===== src/rtl/mem_bridge_32to16.sv =====
// rtl/mem_bridge_32to16.sv - 32-bit master to 16-bit single-port RAM access bridge
//
// Splits every 32-bit master access into two 16-bit RAM cycles, low half
// first, using a req/ack handshake on the master side.
//
// Ports:
//   clk           single clock
//   reset         asynchronous active-high reset
//   req           request strobe, sampled only while busy is low
//   we            1 = write, 0 = read
//   addr          32-bit word address (ADDR_WIDTH-1 bits)
//   byte_en       write byte enables, bit i covers wdata[8i+7:8i]
//   wdata         write data
//   busy          access in progress, req ignored while high
//   ack           one-cycle completion pulse
//   rdata         read data, valid with ack after a read, held until next read
//   ram_addr      RAM 16-bit word address
//   ram_din       RAM write data
//   ram_write_en  RAM byte write enables
//   ram_dout      RAM read data, valid the cycle after ram_addr was presented
module mem_bridge_32to16 #(
  parameter int ADDR_WIDTH = 12
) (
  input  logic                  clk,
  input  logic                  reset,
  input  logic                  req,
  input  logic                  we,
  input  logic [ADDR_WIDTH-2:0] addr,
  input  logic [3:0]            byte_en,
  input  logic [31:0]           wdata,
  output logic                  busy,
  output logic                  ack,
  output logic [31:0]           rdata,
  output logic [ADDR_WIDTH-1:0] ram_addr,
  output logic [15:0]           ram_din,
  output logic [1:0]            ram_write_en,
  input  logic [15:0]           ram_dout
);

  typedef enum logic [1:0] {
    IDLE = 2'd0,
    LO   = 2'd1,
    HI   = 2'd2,
    TAIL = 2'd3
  } state_t;

  state_t state, state_nxt;

  // Only what the second RAM cycle still needs is latched; the low half is
  // driven straight from the master inputs at the acceptance edge.
  logic                  we_q, we_nxt;
  logic [ADDR_WIDTH-2:0] addr_q, addr_nxt;
  logic [1:0]            be_hi_q, be_hi_nxt;
  logic [15:0]           wdata_hi_q, wdata_hi_nxt;

  logic                  busy_nxt;
  logic                  ack_nxt;
  logic [31:0]           rdata_nxt;
  logic [ADDR_WIDTH-1:0] ram_addr_nxt;
  logic [15:0]           ram_din_nxt;
  logic [1:0]            ram_write_en_nxt;

  always_ff @(posedge clk or posedge reset) begin
    if (reset) begin
      state        <= IDLE;
      we_q         <= 1'b0;
      addr_q       <= '0;
      be_hi_q      <= 2'b00;
      wdata_hi_q   <= 16'h0000;
      busy         <= 1'b0;
      ack          <= 1'b0;
      rdata        <= 32'h0000_0000;
      ram_addr     <= '0;
      ram_din      <= 16'h0000;
      ram_write_en <= 2'b00;
    end else begin
      state        <= state_nxt;
      we_q         <= we_nxt;
      addr_q       <= addr_nxt;
      be_hi_q      <= be_hi_nxt;
      wdata_hi_q   <= wdata_hi_nxt;
      busy         <= busy_nxt;
      ack          <= ack_nxt;
      rdata        <= rdata_nxt;
      ram_addr     <= ram_addr_nxt;
      ram_din      <= ram_din_nxt;
      ram_write_en <= ram_write_en_nxt;
    end
  end

  always_comb begin
    state_nxt        = state;
    we_nxt           = we_q;
    addr_nxt         = addr_q;
    be_hi_nxt        = be_hi_q;
    wdata_hi_nxt     = wdata_hi_q;
    busy_nxt         = busy;
    ack_nxt          = 1'b0;
    rdata_nxt        = rdata;
    ram_addr_nxt     = ram_addr;
    ram_din_nxt      = ram_din;
    // Write enables default low so no cycle outside an active write half
    // can ever strobe the RAM.
    ram_write_en_nxt = 2'b00;

    case (state)
      IDLE: begin
        // The ack cycle is spent in IDLE, so a request arriving with ack
        // is accepted with no idle gap.
        if (req) begin
          we_nxt           = we;
          addr_nxt         = addr;
          be_hi_nxt        = byte_en[3:2];
          wdata_hi_nxt     = wdata[31:16];
          ram_addr_nxt     = {addr, 1'b0};
          ram_din_nxt      = wdata[15:0];
          ram_write_en_nxt = we ? byte_en[1:0] : 2'b00;
          busy_nxt         = 1'b1;
          state_nxt        = LO;
        end
      end

      LO: begin
        ram_addr_nxt     = {addr_q, 1'b1};
        ram_din_nxt      = wdata_hi_q;
        ram_write_en_nxt = we_q ? be_hi_q : 2'b00;
        state_nxt        = HI;
      end

      HI: begin
        if (we_q) begin
          ack_nxt   = 1'b1;
          busy_nxt  = 1'b0;
          state_nxt = IDLE;
        end else begin
          // RAM output now carries the low word requested one cycle earlier.
          rdata_nxt[15:0] = ram_dout;
          state_nxt       = TAIL;
        end
      end

      TAIL: begin
        rdata_nxt[31:16] = ram_dout;
        ack_nxt          = 1'b1;
        busy_nxt         = 1'b0;
        state_nxt        = IDLE;
      end

      default: begin
        state_nxt = IDLE;
      end
    endcase
  end

endmodule


===== config.mk =====
export PLATFORM = sky130hd
export DESIGN_NAME = mem_bridge_32to16
export DESIGN_NICKNAME = d
export VERILOG_FILES = /design/src/rtl/mem_bridge_32to16.sv
export SDC_FILE = /design/constraint.sdc
export NUM_CORES = 1
export LEC_CHECK = 0
export CORE_MARGIN = 5
export CORE_UTILIZATION = 46
export DETAILED_ROUTE_END_ITERATION = 6
export PLACE_DENSITY = 0.81
export REMOVE_ABC_BUFFERS = 1
export SYNTH_ARGS = -nofsm -noshare
export SYNTH_HDL_FRONTEND = slang
export SYNTH_SLANG_ARGS = --single-unit
export TNS_END_PERCENT = 5

===== constraint.sdc =====
create_clock -name clk -period 4 [get_ports clk]
set_input_delay 0.8 -clock clk [delete_from_list [all_inputs] [get_ports clk]]
set_output_delay 0.8 -clock clk [all_outputs]
set_load 0.01 [all_outputs]

==> results.cfg <==
[outcome]
run_status = finished, final reports clean

[critical_path]
cp-start-kind = input port
arrival_ns = 2.74
worstSetupEndpointType = flip-flop
worstSetupPathType = in2reg
rr_worst_depth = 3
required_ns = 4.23
crit-reg2reg-launch = state[1]
startpoint = req
cp_max_fo = 37

[floorplan]
start_util_pct = 47.33
dieArea_um2 = 10440
core_um2 = 8258
ios = 131
dieHeight_um = 102.2
row_count = 33
die_w_um = 102.2

[route]
vias = 2888
post_drt_wl_per_cell_um = 17.79
viasPerCell = 5.449
drt_iter0_markers = 117
ant_nets = 0
drc = 0
wirelength_mm = 9.431
drt_pre_antenna_iters = 4

[placement]
post-place-cells = 514
placed_area_um2 = 5261
place_hpwl_mm = 6.757
dp_slack_ns = 1.109
gp_congestion = 0.7396
portBuffers = 130

[synthesis]
synth_top_family_by_area = multiplexers
synth_seq_area_share_pct = 61.46
synthCells = 296
synthXorXnorAreaFrac_pct = 0
avgSynthCellArea_um2 = 13.21
synthMuxAreaShare_pct = 17.86
synth_compound_area_share_pct = 7.458
synth.distinct_cells = 23
netlist_area_um2 = 3909
synth-simple-area-share_pct = 9.731
ys_ff_latch = 96
synth_warnings = 0
synthAdderAreaFrac_pct = 0

[sta]
rsz0062_at_grt = no
fmax_mhz = 398.6
finClkSkew_ns = 0.007412
hold_viol = 0
layout_setup_ws_ns = 1.491
worst_pin_slew_ns = 0.8921
setup_tns_ns = 0
period_share_pct = 62.71
setup_viol = 0
slew_headroom_pct = 40.33
period_needed_ns = 2.509
slew_violations = 0

[finish]
stdcell_area_um2 = 5492
fin_util_pct = 66.50
fin_nets = 487
fin_cells = 530
diodes = 0
area_growth_pct = 40.49
drive_gt1_share_pct = 18.35

[clock_network]
path_clk_slew_ns = 0.09
cts.sinks = 96
clk_latency_ns = 0.34
postCtsHoldBufs = 0
cts-root-buf = clkbuf_8
cts_buffer_depth = 2
post_cts_buffers = 0
cts_max_level = 3
ctsResizeCount = 0
cts_tree = yes
numCtsBuffers = 9

[hold_path]
hp-class = reg2reg
hold_depth = 2
min_from = ram_addr[0]

[grt]
grt_pass1_wl_mm = 15.26
grt.total_usage_pct = 18.86
antenna_found_initial = 0
grt_overflow = 0
grt_pass1_vias = 3035
grt_max_degree = 59

[job]
cap_violations = 0

[power_and_ir_drop]
p_per_area_nw_per_um2 = 805.2
p_leak_nw = 2.254
ir_drop_mv = 0.4683
==> layer usage <==
| layer | vias up | wire length, µm | global-route usage (%) |
|---|---|---|---|
| met3 | 13 | 1097 | 8.737 |
| li1 | 1326 | - | - |
| met4 | 0 | 150 | 6.862 |
| met1 | 1437 | 3650 | 22.40 |
| met5 | - | 0 | 0 |
| met2 | 112 | 4532 | 30.23 |
==> final timing paths <==
kind | end | slack [ns]
min in group asynchronous | rdata[26] | 0.83
setup / recovery | we_q | 1.49
hold reg to reg | ram_addr[0] | 0.49
setup reg to reg | rdata[11] | 1.50
hold / removal | ram_addr[0] | 0.49
max in group asynchronous | ram_din[4] | 2.49
==> cells by family after synthesis <==
family                 count (synthesis)
flip-flops                            96
AND/OR/NAND/NOR                       73
multiplexers                          62
AO/OA/AOI/OAI                         41
buffers and inverters                 24
==> cell usage after synthesis <==
cell type,instances,area (µm²)
a22oi_1,22,165.2
a32o_1,2,20.02
and2_1,1,6.260
and2b_1,1,7.510
buf_1,1,3.750
buf_2,10,50.05
buf_4,5,37.54
buf_6,2,22.52
clkbuf_1,3,11.26
dfrtp_1,96,2402
inv_1,2,7.510
inv_2,1,3.750
mux2_1,10,112.6
mux2_2,52,585.6
nand2_1,13,48.80
nand2_2,1,6.260
nand2b_1,3,18.77
nor2_1,3,11.26
nor3_1,48,240.2
nor3_4,1,16.27
nor3b_4,1,18.77
o22ai_1,17,106.4
or2_2,1,6.260
==> cell type report <==
type	count	area [µm²]
fillers	646	2766
inverters	3	13.76
flip-flops and latches	96	2402
well taps	105	131.4
multi-input cells	176	1370
clock inverters	5	78.83
repair buffers	134	1344
clock buffers	11	151.4
==> placed cells by master, fill, tap and decap left out <==
| master | n |
|---|---|
| and2b_1 | 1 |
| nor2_1 | 3 |
| inv_2 | 1 |
| clkdlybuf4s50_1 | 130 |
| a32o_1 | 2 |
| inv_1 | 1 |
| dfrtp_1 | 96 |
| a22oi_1 | 22 |
| nand2_1 | 13 |
| clkinv_2 | 2 |
| clkinv_4 | 1 |
| nor3_1 | 48 |
| o22ai_1 | 17 |
| bufinv_16 | 2 |
| buf_12 | 1 |
| mux2_1 | 10 |
| mux2_2 | 52 |
| nand2_2 | 1 |
| and2_1 | 1 |
| inv_4 | 1 |
| or2_2 | 1 |
| nor3b_4 | 1 |
| buf_4 | 3 |
| nand2b_1 | 3 |
| clkbuf_8 | 11 |
| nor3_4 | 1 |
==> flip-flops by register name (all words and copies together) (netlist names), 2 cells and up <==
name,flops
addr_q,11
be_hi_q,2
ram_addr,12
ram_din,16
ram_write_en,2
rdata,32
state,2
wdata_hi_q,16
==> through the flow <==
step	hold WS [ns]	total power (W)
after floorplan	0.4548	0.002739
after global placement	0.4642	0.003677
after detailed placement	0.4699	0.003759
after CTS	0.4922	0.004474
after global routing	0.5166	0.004722
final	0.4904	0.004422
==> power by group <==
group	total [W]	leakage [nW]	switching (W)	internal, W
clock	0.000709	0.119	0.000323	0.000386
combinational	0.00190	1.00	0.000791	0.00111
sequential	0.00181	1.13	0.000345	0.00147
total	0.00442	2.25	0.00146	0.00296
==> critical path, cell delays in order <==
cell and delay, ns:
clkdlybuf4s50_1 0.46, buf_4 0.23, nor3b_4 0.37, buf_4 0.46
mux2_2 0.38
Note: power is estimated with default switching activity, not from simulation.
